File: config.mk
export PLATFORM = sky130hd
export DESIGN_NAME = rmw_sequencer
export DESIGN_NICKNAME = d
export VERILOG_FILES = /design/src/rtl/rmw_sequencer_pkg.sv /design/src/rtl/rmw_sequencer.sv
export SDC_FILE = /design/constraint.sdc
export NUM_CORES = 1
export LEC_CHECK = 0
export CORE_UTILIZATION = 37
export DETAILED_ROUTE_END_ITERATION = 12
export PLACE_DENSITY = 0.77
export SYNTH_ARGS = -nofsm -noshare
export SYNTH_HDL_FRONTEND = slang
export SYNTH_SLANG_ARGS = --single-unit
File: constraint.sdc
create_clock -name clk -period 1.7 [get_ports clk]
set_input_delay 0.51 -clock clk [delete_from_list [all_inputs] [get_ports clk]]
set_output_delay 0.51 -clock clk [all_outputs]
set_load 0.1 [all_outputs]
File: src/rtl/rmw_sequencer_pkg.sv
// Shared ALU op codes, status flag bit positions and bus widths for the RMW sequencer.
`timescale 1ns/1ps
package rmw_sequencer_pkg;

    localparam int unsigned ADDR_W   = 16;
    localparam int unsigned DATA_W   = 8;
    localparam int unsigned ALU_OP_W = 4;
    localparam int unsigned FLAGS_W  = 7;

    // ALU op codes shared with the ALU and the instruction decoder
    localparam logic [ALU_OP_W-1:0] ALU_ORA = 4'h0;
    localparam logic [ALU_OP_W-1:0] ALU_AND = 4'h1;
    localparam logic [ALU_OP_W-1:0] ALU_EOR = 4'h2;
    localparam logic [ALU_OP_W-1:0] ALU_ADC = 4'h3;
    localparam logic [ALU_OP_W-1:0] ALU_SBC = 4'h4;
    localparam logic [ALU_OP_W-1:0] ALU_CMP = 4'h5;
    localparam logic [ALU_OP_W-1:0] ALU_ASL = 4'h6;
    localparam logic [ALU_OP_W-1:0] ALU_LSR = 4'h7;
    localparam logic [ALU_OP_W-1:0] ALU_ROL = 4'h8;
    localparam logic [ALU_OP_W-1:0] ALU_ROR = 4'h9;
    localparam logic [ALU_OP_W-1:0] ALU_INC = 4'hA;
    localparam logic [ALU_OP_W-1:0] ALU_DEC = 4'hB;
    localparam logic [ALU_OP_W-1:0] ALU_NOP = 4'hF;

    // Status register bit positions applied by the status register
    localparam int unsigned FLAG_C = 0;
    localparam int unsigned FLAG_Z = 1;
    localparam int unsigned FLAG_N = 6;

    function automatic logic is_rmw_op(input logic [ALU_OP_W-1:0] op);
        return (op == ALU_ASL) || (op == ALU_LSR) || (op == ALU_ROL) || (op == ALU_ROR);
    endfunction

endpackage

File: src/rtl/rmw_sequencer.sv
// Bus-cycle sequencer for 6502 ASL/LSR/ROL/ROR on memory or accumulator.
// RMW_DUMMY_WRITE_EN: MODIFY writes the old value back (NMOS double write) instead of a dummy read.
`timescale 1ns/1ps
module rmw_sequencer
    import rmw_sequencer_pkg::*;
(
    input  logic                clk,
    input  logic                rst,
    input  logic                start,
    input  logic [ALU_OP_W-1:0] op,
    input  logic                acc_mode,
    input  logic [ADDR_W-1:0]   addr,
    input  logic [DATA_W-1:0]   acc_in,
    output logic                busy,
    output logic                done,
    output logic [ADDR_W-1:0]   mem_addr,
    output logic                mem_rw,
    output logic [DATA_W-1:0]   mem_dout,
    input  logic [DATA_W-1:0]   mem_din,
    output logic [ALU_OP_W-1:0] alu_op,
    output logic [DATA_W-1:0]   alu_a,
    input  logic [DATA_W-1:0]   alu_result,
    input  logic [FLAGS_W-1:0]  alu_flags,
    output logic                acc_we,
    output logic [DATA_W-1:0]   acc_out,
    output logic                flags_we,
    output logic [FLAGS_W-1:0]  flags_out
);

    typedef enum logic [2:0] {
        ST_IDLE   = 3'd0,
        ST_READ   = 3'd1,
        ST_MODIFY = 3'd2,
        ST_WRITE  = 3'd3,
        ST_WB_ACC = 3'd4
    } state_t;

    state_t                state;
    logic [ALU_OP_W-1:0]   op_q;
    logic                  acc_mode_q;
    logic [DATA_W-1:0]     mem_dout_q;

    // Outputs are loaded on the edge that enters the state they belong to.
    always_ff @(posedge clk or posedge rst) begin
        if (rst) begin
            state      <= ST_IDLE;
            op_q       <= ALU_NOP;
            acc_mode_q <= 1'b0;
            mem_dout_q <= '0;
            busy       <= 1'b0;
            done       <= 1'b0;
            mem_addr   <= '0;
            mem_rw     <= 1'b1;
            alu_op     <= ALU_NOP;
            alu_a      <= '0;
            acc_we     <= 1'b0;
            flags_we   <= 1'b0;
            flags_out  <= '0;
        end else begin
            done     <= 1'b0;
            acc_we   <= 1'b0;
            flags_we <= 1'b0;
            case (state)
                ST_IDLE: begin
                    if (start && is_rmw_op(op)) begin
                        op_q       <= op;
                        acc_mode_q <= acc_mode;
                        busy       <= 1'b1;
                        if (acc_mode) begin
                            state  <= ST_MODIFY;
                            alu_op <= op;
                            alu_a  <= acc_in;
                        end else begin
                            state    <= ST_READ;
                            mem_addr <= addr;
                            mem_rw   <= 1'b1;
                        end
                    end
                end
                ST_READ: begin
                    state  <= ST_MODIFY;
                    alu_op <= op_q;
                    alu_a  <= mem_din;
`ifdef RMW_DUMMY_WRITE_EN
                    mem_rw     <= 1'b0;
                    mem_dout_q <= mem_din;
`else
                    mem_rw     <= 1'b1;
`endif
                end
                ST_MODIFY: begin
                    alu_op     <= ALU_NOP;
                    alu_a      <= '0;
                    flags_out  <= alu_flags;
                    flags_we   <= 1'b1;
                    done       <= 1'b1;
                    mem_dout_q <= '0;
                    if (acc_mode_q) begin
                        state  <= ST_WB_ACC;
                        acc_we <= 1'b1;
                    end else begin
                        state  <= ST_WRITE;
                        mem_rw <= 1'b0;
                    end
                end
                ST_WRITE, ST_WB_ACC: begin
                    state     <= ST_IDLE;
                    busy      <= 1'b0;
                    mem_addr  <= '0;
                    mem_rw    <= 1'b1;
                    flags_out <= '0;
                end
                default: state <= ST_IDLE;
            endcase
        end
    end

    // The ALU result only becomes valid in the final cycle, so it is steered straight through.
    assign mem_dout = (state == ST_WRITE)  ? alu_result : mem_dout_q;
    assign acc_out  = (state == ST_WB_ACC) ? alu_result : DATA_W'(0);

endmodule

# == Yosys cells after proc, flatten, opt, wreduce, memory -nomap -nowiden ==
# Index checks and enable logic that the tools add are counted.
# totals
register_bits,47
inputBits,55
out_inout_bits,56
wordCells,64
# classes
n_eq_ne,12
n_mux,25
reduce_logical,16
# op_table
operator,count
$mux W16,2
$mux W8,4
$pmux W16 S2,1
$pmux W8 S3,1
$pmux W7 S2,1
$pmux W4 S3,1
$pmux W3 S3,1
$eq A4 B3 Y1 const B,2
$eq A4 B4 Y1 const B,2
$mux W4,2
$ne A2 B2 Y1 const B,4
$mux W1,7
$eq A3 B2 Y1 const B,2
$mux W3,2
$reduce_and A3 Y1,2
$reduce_bool A3 Y1,2
$reduce_and A2 Y1,2
$reduce_and A4 Y1,1
$reduce_bool A2 Y1,2
$eq A3 B1 Y1 const B,1
$eq A3 B3 Y1 const B,1
$logic_not A3 Y1,1
$logic_or A1 B1 Y1,3
$pmux W1 S3,1
5 further kinds,5

# == Longest topological paths before layout ==
# Gate-level depths: netlist (run 1).
# logic_depth
depth_word,7
depth_mapped,7
mapped_depth_nobuf,5

# == Worst setup path after synthesis (run 1) ==
# Ideal clock, no wire load.
# synth_path
kind,flip-flop to output port
from,reg state[2]
to,out acc_out[0]
t_arrival_ns,1.796
t_required_ns,1.190
slack_ns,-0.606
stages_incl_launch_ff,5
path_buffers,3
cell_sequence,dfrtp_1 buf_2 buf_1 clkbuf_1 and3_1
# synth_between
elab_chain_len,2
# synth_lines
element,line_no,source
"start, declared",rmw_sequencer.sv:38,state_t state;
"start signal, assigned",rmw_sequencer.sv:46,state <= ST_IDLE;
"start signal, assigned",rmw_sequencer.sv:70,state <= ST_MODIFY;
"start signal, assigned",rmw_sequencer.sv:74,state <= ST_READ;
$eq A3 B3 Y1,rmw_sequencer.sv:120,assign acc_out = (state == ST_WB_ACC) ? alu_result : DATA_W'(0);
$mux W8,rmw_sequencer.sv:120,
"end, declared",rmw_sequencer.sv:25,"output logic [DATA_W-1:0] acc_out,"
# Every way passes these cells.

# == Final worst setup path (run 1) ==
# layout_path
from,reg state[1]
to,out acc_out[0]
# The elaborated chain is that of the path after synthesis.

==> results of run 1 <==
[critical path, stage by stage, from the launching register on]
cell and delay (ps):
dfrtp_1 420, nor2_2 150, buf_6 150, and3_4 200, buf_12 170
[kinds of logic after synthesis]
kind of cell           count (synthesis)
AO/OA/AOI/OAI                         77
AND/OR/NAND/NOR                       72
flip-flops                            47
buffers and inverters                 22
multiplexers                           2
[per-stage QoR]
stage / hold WS (ps) / setup slack [ps] / instances
2_1_floorplan: 461 / -36.7 / 220
3_3_place_gp: 468 / -446 / 410
3_5_place_dp: 486 / -509 / 410
4_1_cts: 498 / -192 / 427
5_1_grt: 495 / -252 / 431
6_report: 480 / -201 / 431
[flip-flops by register name (all words and copies together) (netlist names), 3 cells and up]
register and flops:
mem_addr 16, alu_a 8, flags_out 7, alu_op 4, op_q 4, state 3
[timing repair]
item | 4_1_cts | 5_1_grt
buffers inserted | 8 | 7
endpoints found under the setup margin | 51 | 48
resized for setup | 23 | 22
pin swaps | 14 | 4
hold buffers | 0 | 0
cloned | 1 | 0
[path summary, 6_finish.rpt]
kind / slack (ps) / end / from / depth (start not counted)
max: -200 / acc_out[0] / state[1]$_DFFE_PP0P_ / 4
min: 480 / op_q[1]$_DFFE_PP1P_ / op_q[1]$_DFFE_PP1P_ / 2
max reg2reg: -100 / op_q[3]$_DFFE_PP1P_ / state[1]$_DFFE_PP0P_ / 8
min reg2reg: 480 / op_q[1]$_DFFE_PP1P_ / op_q[1]$_DFFE_PP1P_ / 2
max in group asynchronous: 720 / alu_op[3]$_DFFE_PP1P_ / rst / 3
min in group asynchronous: 510 / alu_a[5]$_DFFE_PP0P_ / rst / 2
[routing by layer]
metal  routed length [um]  part of all wire, %
met1                 2790                   39
met2                 3810                   53
met3                  530                  7.4
met4                   71                 0.99
met5                    0                    0
[layout make-up]
| class | instances | area [um2] | area share, % |
|---|---|---|---|
| repair buffers | 145 | 2000 | 43.5 |
| well taps | 75 | 93.8 | 2.05 |
| clock buffers | 6 | 72.6 | 1.58 |
| clock inverters | 2 | 37.5 | 0.818 |
| multi-input cells | 152 | 1180 | 25.8 |
| inverters | 4 | 15.0 | 0.327 |
| flip-flops and latches | 47 | 1190 | 25.9 |
[layout by cell type (no fill, tap or decap), types with 7 or more instances in the layout]
cell             count
and2_4               9
o31ai_1              8
nand2b_1             7
buf_12              60
dfrtp_1             37
clkdlybuf4s50_1     48
buf_6                8
a21oi_1              8
o221a_2              9
dfstp_2              9
nand2_1             20
a22o_1              23
o21ai_0             11
and3_4               8
buf_4               23
==> results.yml, run 1 <==
global_routing:
  met1_usage_pct: 28.2
  overflow: 0
  grt_pass1_vias: 2236
  use_met2_pct: 38.1
  grt_use_total_pct: 22.1
  grt_max_degree: 24
  grt_use_met3_pct: 4.72
  top_usage_layer: "met2"
  grt_pass1_wl_um: 11100
  antenna_found_initial: 0
placed_design:
  gp_congestion: 0.810
  dp.final_hpwl_um: 5080
  placed_area_mm2: 0.00424
  io_buffers: 110
yosys:
  synth-simple-area-share_pct: 16.7
  synth_flop_cell: "dfrtp_1"
  synth_seq_cells: 47
  synthXorXnorAreaFrac_pct: 0
  synth_top_area_share_pct: 41.3
  synth_area_leaders: "dfrtp_1 (41%), dfstp_2 (10%), a22o_1 (8.8%), o221a_2 (4.4%), nand2_1 (3.8%)"
  syn-num-nets: 275
  synthAdderAreaFrac_pct: 0
  synth-compound-area-share_pct: 26.3
  ys_types: 40
  synth_top_family_by_area: "compound AO/OA/AOI/OAI gates"
  yosys.cell_count.top_type: "dfrtp_1"
  synth_commonest_cells: "dfrtp_1 (38), a22o_1 (23), nand2_1 (23), o21ai_0 (13)"
  synthCells: 220
  synth.area.mux_share_pct: 0.979
  async_reset_ff_share_pct: 100
  netlist_area_mm2: 0.00230
  avgSynthCellArea_um2: 10.5
  synth_edf_count: 0
  synth_warnings: 0
  yosys.area.top_type: "dfrtp_1"
  ys_seq_area_share_pct: 51.6
clock_tree:
  clk_latency_ps: 300
  cts_tree: "built"
  path_clk_slew_ps: 80
  clk_path_buf_depth: 2
  cts_max_level: 2
  numCtsBuffers: 5
  clkSinkCount: 47
  cts-root-buf: "clkbuf_8"
detailed_routing:
  wl_um: 7190
  num_vias: 2329
  vias_per_cell: 5.40
  drc: 0
  wl_per_cell_um: 16.7
  drt_first_iter_violations: 145
  antenna_left: 0
  drtPass1Iterations: 4
critical_path:
  end_kind: "output port"
  cp_max_fo: 8
  path_class: "flip-flop to output port"
  startpoint_type: "flip-flop"
  required_ps: 1190
  worstPathArrival_ps: 1390
timing:
  clock_skew_ps: 8.02
  setup_ws_ps: -201
  worst-slew-pin-transition_ps: 373
  setup_tns_ps: -3110
  drv_slew: 0
  rsz0062_at_grt: "true"
  max_freq_ghz: 0.526
  period_share_pct: 112
  setup_viol: 18
  slew_headroom_pct: 75.1
  hold_viol: 0
  finalCriticalPeriod_ps: 1900
finish:
  antennaDiodeCount: 0
  area_delta_synth_final_pct: 99.3
  drive_above_1_share_pct: 44.7
  fin_util_pct: 77.0
  finalInstanceArea_mm2: 0.00459
  final_nets: 410
  fillers: 381
hold_path:
  hold_class: "flip-flop to flip-flop"
floorplan:
  die_y_um: 80.9
  ios: 111
  die_w_um: 80.9
  start_util_pct: 38.6
  coreArea_mm2: 0.00596
  num_rows: 28
  fp.dieArea_mm2: 0.00654
status:
  violations: "negative setup slack"
  outcome: "complete, but fails checks"
run:
  maxCapViolCount: 0
Power of run 1 is left out: the tool's default activity adds up to more than one toggle a clock period on the data nets, which glitch-free logic cannot reach.
==> inputs of run 2 (changes only) <==
--- a/config.mk
+++ b/config.mk
@@ -8,6 +8,7 @@
 export CORE_UTILIZATION = 37
 export DETAILED_ROUTE_END_ITERATION = 12
 export PLACE_DENSITY = 0.77
+export SKIP_LAST_GASP = 1
 export SYNTH_ARGS = -nofsm -noshare
 export SYNTH_HDL_FRONTEND = slang
 export SYNTH_SLANG_ARGS = --single-unit
==> results.yml, run 2 (synthesis results as in run 1) <==
global_routing:
  grt_use_met3_pct: 4.72
  grt_pass1_vias: 2238
  antenna_found_initial: 0
  use_met2_pct: 38.1
  overflow: 0
  grt_pass1_wl_um: 11100
  top_usage_layer: "met2"
  grt_use_total_pct: 22.1
  grt_max_degree: 24
  met1_usage_pct: 28.2
clock_tree:
  numCtsBuffers: 5
  cts_max_level: 2
  clk_latency_ps: 300
  cts-root-buf: "clkbuf_8"
  cts_tree: "built"
  clk_path_buf_depth: 2
  clkSinkCount: 47
  path_clk_slew_ps: 80
detailed_routing:
  num_vias: 2303
  drtPass1Iterations: 4
  antenna_left: 0
  vias_per_cell: 5.39
  wl_per_cell_um: 16.1
  drc: 0
  drt_first_iter_violations: 130
  wl_um: 6890
floorplan:
  coreArea_mm2: 0.00596
  die_y_um: 80.9
  num_rows: 28
  fp.dieArea_mm2: 0.00654
  ios: 111
  start_util_pct: 38.6
  die_w_um: 80.9
timing:
  finalCriticalPeriod_ps: 1880
  slew_headroom_pct: 75.2
  worst-slew-pin-transition_ps: 372
  drv_slew: 0
  max_freq_ghz: 0.533
  period_share_pct: 110
  setup_ws_ps: -177
  clock_skew_ps: 5.22
  hold_viol: 0
  rsz0062_at_grt: "true"
  setup_viol: 16
critical_path:
  cp_max_fo: 2
  r2r_cells: 6
  timing.rr.end: "alu_a[5]$_DFFE_PP0P_"
  worstPathArrival_ps: 1370
  worstReg2RegStart: "state[0]$_DFFE_PP0P_"
  reg2reg_slack_ps: 80
  end_kind: "output port"
  required_ps: 1190
  startpoint_type: "primary input"
  crit_path_end: "acc_out[0]"
  path_class: "primary input to output port"
  crit_start: "alu_result[0]"
status:
  violations: "negative setup slack"
  outcome: "complete, but fails checks"
finish:
  final_common_cell: "buf_12"
  largest_register_ffs: 16
  drive_above_1_share_pct: 42.9
  final_nets: 406
  fin_util_pct: 75.7
  antennaDiodeCount: 0
  area_delta_synth_final_pct: 95.9
  largest_registers: "mem_addr x16, alu_a x8, flags_out x7"
  final_cell_mix: "buf_12 (59), clkdlybuf4s50_1 (48), dfrtp_1 (37), a22o_1 (23), buf_4 (23)"
  fillers: 394
  top_register: "mem_addr"
run:
  maxCapViolCount: 0
hold_path:
  hold_class: "flip-flop to flip-flop"
placed_design:
  gp_congestion: 0.810
  io_buffers: 110
  dp.final_hpwl_um: 5080
[run 2: cell type report]
| cell class | count | area [um2] | area share (%) |
|---|---|---|---|
| clock buffers | 6 | 72.6 | 1.61 |
| flip-flops and latches | 47 | 1190 | 26.4 |
| multi-input cells | 152 | 1160 | 25.7 |
| repair buffers | 141 | 1940 | 43.1 |
| inverters | 4 | 15.0 | 0.333 |
| clock inverters | 2 | 37.5 | 0.833 |
| well taps | 75 | 93.8 | 2.08 |
[run 2: worst min-delay path by stage]
stage	startpoint	end	slack [ps]	cells past startpoint
after CTS	op_q[2]$_DFFE_PP1P_	op_q[2]$_DFFE_PP1P_	500	2
after global placement	op_q[1]$_DFFE_PP1P_	op_q[1]$_DFFE_PP1P_	470	2
after floorplan	op_q[1]$_DFFE_PP1P_	op_q[1]$_DFFE_PP1P_	460	2
final	op_q[2]$_DFFE_PP1P_	op_q[2]$_DFFE_PP1P_	490	2
after global routing	op_q[2]$_DFFE_PP1P_	op_q[2]$_DFFE_PP1P_	510	2
after detailed placement	op_q[2]$_DFFE_PP1P_	op_q[2]$_DFFE_PP1P_	490	2
[run 2: layer usage]
layer | vias up | wire length [um]
met2 | 107 | 3580
met4 | 0 | 59
met1 | 1118 | 2720
li1 | 1073 | -
met3 | 5 | 522
met5 | - | 0
[run 2: worst max-delay path, cell delays in order]
cell and delay, ps:
clkdlybuf4s50_1 490, and3_4 200, buf_12 170
[run 2: through the flow]
| stage | std cells | worst slack, ps | hold slack [ps] | area [um2] | TNS (ps) |
|---|---|---|---|---|---|
| floorplan | 220 | -36.7 | 461 | 2370 | -372 |
| global placement | 410 | -446 | 468 | 4240 | -16700 |
| detailed placement | 410 | -509 | 486 | 4240 | -18240 |
| CTS | 427 | -192 | 498 | 4470 | -2900 |
| global route | 427 | -243 | 515 | 4510 | -3600 |
| finish | 427 | -177 | 488 | 4510 | -2680 |
[run 2: repair_timing]
| action | CTS | global route |
|---|---|---|
| gates cloned | 1 | 0 |
| gates resized for setup | 22 | 8 |
| hold buffers | 0 | 0 |
| pin swaps | 14 | 2 |
| buffers inserted | 8 | 1 |
| endpoints found under the setup margin | 51 | 47 |
Power of run 2 is left out for the same reason.
